[src/rtl/reg_file_master.sv]
// Register-file bus initiator: one read/write command at a time, single-cycle exec strobe, counted responses.
// Optional REG_FILE_MASTER_ADDR_CHECK_EN rejects req_addr >= NUM_REGS with rsp_err instead of issuing it.
module reg_file_master #(
    parameter int unsigned ADDR_W   = 32,
    parameter int unsigned DATA_W   = 32,
    parameter int unsigned NUM_REGS = 32,
    parameter int unsigned CNT_W    = 16
) (
    input  logic              clk,
    input  logic              rst_n,
    input  logic              req_valid,
    output logic              req_ready,
    input  logic              req_write,
    input  logic [ADDR_W-1:0] req_addr,
    input  logic [DATA_W-1:0] req_wdata,
    output logic              rsp_valid,
    input  logic              rsp_ready,
    output logic [DATA_W-1:0] rsp_rdata,
    output logic              rsp_err,
    output logic [ADDR_W-1:0] address,
    output logic [DATA_W-1:0] data_write,
    output logic              write,
    output logic              exec,
    input  logic [DATA_W-1:0] data_read,
    output logic [CNT_W-1:0]  txn_count
);

    typedef enum logic [1:0] {IDLE, ISSUE, WAIT, RESP} state_t;

    state_t            state, state_n;
    logic              exec_n, write_n, rsp_valid_n, rsp_err_n;
    logic [ADDR_W-1:0] address_n;
    logic [DATA_W-1:0] data_write_n, rsp_rdata_n;
    logic [CNT_W-1:0]  txn_count_n;
    logic              addr_bad;

    assign req_ready = (state == IDLE);

`ifdef REG_FILE_MASTER_ADDR_CHECK_EN
    assign addr_bad = (req_addr >= ADDR_W'(NUM_REGS));
`else
    assign addr_bad = 1'b0;
`endif

    // State register and registered bus/response outputs
    always_ff @(posedge clk or negedge rst_n) begin
        if (!rst_n) begin
            state      <= IDLE;
            exec       <= 1'b0;
            write      <= 1'b0;
            address    <= '0;
            data_write <= '0;
            rsp_valid  <= 1'b0;
            rsp_rdata  <= '0;
            rsp_err    <= 1'b0;
            txn_count  <= '0;
        end else begin
            state      <= state_n;
            exec       <= exec_n;
            write      <= write_n;
            address    <= address_n;
            data_write <= data_write_n;
            rsp_valid  <= rsp_valid_n;
            rsp_rdata  <= rsp_rdata_n;
            rsp_err    <= rsp_err_n;
            txn_count  <= txn_count_n;
        end
    end

    // Next state and next values of every registered output
    always_comb begin
        state_n      = state;
        exec_n       = 1'b0;
        write_n      = 1'b0;
        address_n    = address;
        data_write_n = data_write;
        rsp_valid_n  = 1'b0;
        rsp_rdata_n  = rsp_rdata;
        rsp_err_n    = rsp_err;
        txn_count_n  = txn_count;

        case (state)
            IDLE: begin
                if (req_valid) begin
                    if (addr_bad) begin
                        // Rejected request: straight to response, bus untouched
                        state_n     = RESP;
                        rsp_valid_n = 1'b1;
                        rsp_err_n   = 1'b1;
                        rsp_rdata_n = '0;
                    end else begin
                        state_n      = ISSUE;
                        exec_n       = 1'b1;
                        write_n      = req_write;
                        address_n    = req_addr;
                        data_write_n = req_wdata;
                        rsp_err_n    = 1'b0;
                    end
                end
            end
            ISSUE: begin
                if (write) begin
                    state_n     = RESP;
                    rsp_valid_n = 1'b1;
                    rsp_rdata_n = '0;
                end else begin
                    state_n = WAIT;
                end
            end
            WAIT: begin
                // Register file returns read data the cycle after exec
                state_n     = RESP;
                rsp_valid_n = 1'b1;
                rsp_rdata_n = data_read;
            end
            RESP: begin
                if (rsp_ready) begin
                    state_n     = IDLE;
                    txn_count_n = txn_count + CNT_W'(1);
                end else begin
                    rsp_valid_n = 1'b1;
                end
            end
            default: state_n = IDLE;
        endcase
    end

endmodule

[config.mk]
export PLATFORM = sky130hd
export DESIGN_NAME = reg_file_master
export DESIGN_NICKNAME = d
export VERILOG_FILES = /design/src/rtl/reg_file_master.sv
export SDC_FILE = /design/constraint.sdc
export NUM_CORES = 1
export LEC_CHECK = 0
export ABC_AREA = 1
export CAP_MARGIN = 40
export CORE_UTILIZATION = 40
export DETAILED_ROUTE_END_ITERATION = 10
export DONT_BUFFER_PORTS = 1
export GPL_TIMING_DRIVEN = 0
export PLACE_DENSITY = 0.58
export SLEW_MARGIN = 20
export SYNTH_ARGS = -nofsm -noshare
export SYNTH_HDL_FRONTEND = slang
export SYNTH_SLANG_ARGS = --single-unit
[constraint.sdc]
create_clock -name clk -period 2.68 [get_ports clk]
set_clock_uncertainty 0.15 [all_clocks]
set_input_delay 0.536 -clock clk [delete_from_list [all_inputs] [get_ports clk]]
set_output_delay 0.536 -clock clk [all_outputs]
set_load 0.03 [all_outputs]
==> flow_metrics.env <==
export IMPL_worst_setup_path_type="register to output port"
export IMPL_run_status="finished, violations left"
export IMPL_via_count_of_the_first_global_routing_pass=3641
export IMPL_initial_utilization_pct=41.9
export IMPL_mappedNetlistArea_um2=4860
export IMPL_power_leakage_nw=2.99
export IMPL_crit_slowest_cell="sky130_fd_sc_hd__ha_1"
export IMPL_port_buffers=0
export IMPL_cap_viol_max_count=0
export IMPL_cts_buffers=17
export IMPL_cp_max_fo=4
export IMPL_synthCells=544
export IMPL_yosysSeqAreaShare_pct=60.2
export IMPL_stdcell_area_um2=5660
export IMPL_finalHoldWorstSlack_ns=-0.326
export IMPL_worstPathCellList="inv_1 > ha_1"
export IMPL_chip_width_um=112
export IMPL_synth_seq_cells=117
export IMPL_h_tree_depth=4
export IMPL_fmax_mhz=490
export IMPL_dr_total_vias=3548
export IMPL_total_instance_count_after_detailed_placement=687
export IMPL_drtIter0Drc=199
export IMPL_cp_slowest_stage_delay_ns=0.43
export IMPL_grt_ovfl_total=0
export IMPL_drt_wl_total_um=11100
export IMPL_post_route_worst_setup_slack_ns=0.638
export IMPL_cts_root_buf="sky130_fd_sc_hd__clkbuf_16"
export IMPL_post_cts_repair_setup_buffers=0
export IMPL_yosys_cell_types_count=26
export IMPL_first_pass_iters=7
export IMPL_syn_to_final_growth_pct=16.4
export IMPL_core_area_um2=11600
export IMPL_cts_resized_gates=0
export IMPL_start_kind="register"
export IMPL_die_area_um2=12600
export IMPL_setup_violations_final=0
export IMPL_final_fill_count=1146
export IMPL_synthDominantCellAreaShare_pct=60.2
export IMPL_grt_setup_unrepaired="no"
export IMPL_primary_ff_master_synth="sky130_fd_sc_hd__dfrtp_1"
export IMPL_detailed_place_area_um2=5040
export IMPL_multi_input_area_um2=1600
export IMPL_design_portCount=218
export IMPL_vias_per_cell=4.93
export IMPL_gp_routability_congestion=0.803
export IMPL_grt_antenna_before_repair=0
export IMPL_clock_tree_from_tritoncts="yes"
export IMPL_synth_top_cells_by_count="sky130_fd_sc_hd__nand2_1 (225), sky130_fd_sc_hd__dfrtp_1 (117), sky130_fd_sc_hd__inv_1 (53)"
export IMPL_failed_checks="DRC, hold timing"
export IMPL_report_final_slew_viol_count=0
export IMPL_die_h_um=112
export IMPL_synth_async_reset_ratio_pct=100
export IMPL_setup_total_negative_slack_ns=0
export IMPL_ir_worst_vdd_uv=561
export IMPL_post_layout_total_power_mw=8.42
export IMPL_layout_drive_gt1_share_pct=11.1
export IMPL_worst_r2r_setup_slack_ns=0.65
export IMPL_largest_net_degree_at_the_start_of_global_routing=118
export IMPL_antenna_cells=0
export IMPL_drc_errors=17
export IMPL_remaining_antenna_violation_count_after_routing=0
export IMPL_fin_crit_ns=2.04
export IMPL_crit_required_ns=1.99
export IMPL_hp_class="primary input to asynchronous set/reset pin"
export IMPL_wl_per_cell_um=15.5
export IMPL_avgSynthCellArea_um2=8.94
export IMPL_placement_setup_worst_slack_ns=0.615
export IMPL_synth_most_common_cell="sky130_fd_sc_hd__nand2_1"
export IMPL_grtUsageTotal_pct=18.8
export IMPL_hold_viol=117
export IMPL_postSynthNetCount=651
export IMPL_first_pass_grt_wire_length_um=18300
export IMPL_placementRows=39
export IMPL_nets=670
export IMPL_critPathCaptureType="output port"
export IMPL_cts_reportedPaths_clkPinSlew_ns=0.05
export IMPL_synth_edf_count=0
export IMPL_clock_latency_on_the_worst_skew_pair_ns=0.41
export IMPL_synth_area_top_cells="sky130_fd_sc_hd__dfrtp_1 (60%), sky130_fd_sc_hd__nand2_1 (17%), sky130_fd_sc_hd__inv_1 (4.1%), sky130_fd_sc_hd__nand3_1 (4.0%), sky130_fd_sc_hd__o21ai_0 (3.3%)"
export IMPL_finish_cell_count_without_fillers=719
export IMPL_cts_sink_count=117
export IMPL_dp_final_hpwl_um=7980
export IMPL_regArea_um2=2930
export IMPL_powerDensity_nw_per_um2=1490
export IMPL_synth_largest_area_cell="sky130_fd_sc_hd__dfrtp_1"
export IMPL_yosys_warnings=0
export IMPL_cts_root_to_sink_buffers=2
export IMPL_ff2ff_path_depth=8
export IMPL_layout_core_utilization_pct=48.8
export IMPL_worst_endpoint_arrival_ns=1.36
export IMPL_timing_final_crit_share_pct=76.2
-- area by class of cell --
| cell class | instances | area share, % |
|---|---|---|
| Multi-Input combinational cell | 347 | 28.3 |
| Clock inverter | 9 | 2.16 |
| Inverter | 55 | 3.64 |
| Tap cell | 143 | 3.16 |
| Sequential cell | 117 | 51.7 |
| Buffer | 25 | 2.28 |
| Clock buffer | 23 | 8.79 |
-- cells in the final DEF (no fill, tap or decap) --
cell type	instances
sky130_fd_sc_hd__inv_1	53
sky130_fd_sc_hd__conb_1	1
sky130_fd_sc_hd__nor2_4	5
sky130_fd_sc_hd__nand2_2	2
sky130_fd_sc_hd__nor3_1	1
sky130_fd_sc_hd__o21ai_2	1
sky130_fd_sc_hd__a31oi_1	1
sky130_fd_sc_hd__ha_1	6
sky130_fd_sc_hd__clkinv_2	5
sky130_fd_sc_hd__nor2_1	11
sky130_fd_sc_hd__nand4_1	4
sky130_fd_sc_hd__nand2_4	2
sky130_fd_sc_hd__buf_4	4
sky130_fd_sc_hd__clkbuf_16	17
sky130_fd_sc_hd__clkbuf_1	6
sky130_fd_sc_hd__a21oi_1	2
sky130_fd_sc_hd__nand3b_1	2
sky130_fd_sc_hd__o21ai_0	32
sky130_fd_sc_hd__dfrtp_1	117
sky130_fd_sc_hd__o21ai_1	1
sky130_fd_sc_hd__nor3b_1	1
sky130_fd_sc_hd__xor2_1	8
sky130_fd_sc_hd__bufinv_16	3
sky130_fd_sc_hd__clkbuf_8	5
sky130_fd_sc_hd__xnor2_1	2
sky130_fd_sc_hd__nand2_1	225
sky130_fd_sc_hd__nor2_8	1
sky130_fd_sc_hd__inv_2	2
sky130_fd_sc_hd__nand3_1	39
sky130_fd_sc_hd__clkinvlp_4	1
sky130_fd_sc_hd__buf_2	16
-- critical path: cells and delay by family (launching register included) --
family | cells | cell delay [ns]
flip-flops | 1 | 0.40
adder cells (fa/ha/maj) | 1 | 0.43
buffers and inverters | 1 | 0.12
-- metal layers --
layer  part of all wire (%)  routed length, um  track usage, %
met3                    9.9               1100            8.15
met2                     48               5330            29.5
met1                     39               4350            21.6
met4                    3.2                353            10.8
met5                      0                  0               0
-- final timing paths --
kind	start	endpoint
setup / recovery	state[1]	req_ready
hold / removal	rst_n	address[15]
setup reg to reg	state[1]	data_write[13]
hold reg to reg	state[0]	state[0]
max in group asynchronous	rst_n	address[30]
min in group clk	req_write	write
-- sequential cells by signal (all words and copies together) (netlist names) --
name,cells
exec,1
state,2
txn_count,16
rsp_rdata,32
data_write,32
write,1
address,32
rsp_valid,1
-- cell families after synthesis --
kind of cell             after synthesis  share of synthesized area, %
AND/OR/NAND/NOR                      293                          25.6
flip-flops                           117                          60.2
buffers and inverters                 80                          6.89
AO/OA/AOI/OAI                         37                          3.91
XOR/XNOR                              10                          1.80
adder cells (fa/ha/maj)                6                          1.54
other                                  1                        0.0771
-- power by group --
part           leakage, nW  internal [mW]  switching (mW)
Clock                0.309           1.58           0.758
Combinational         1.22          0.575           0.979
Sequential            1.46           2.50            2.03
No activity file was read; power rests on OpenSTA's default activity.
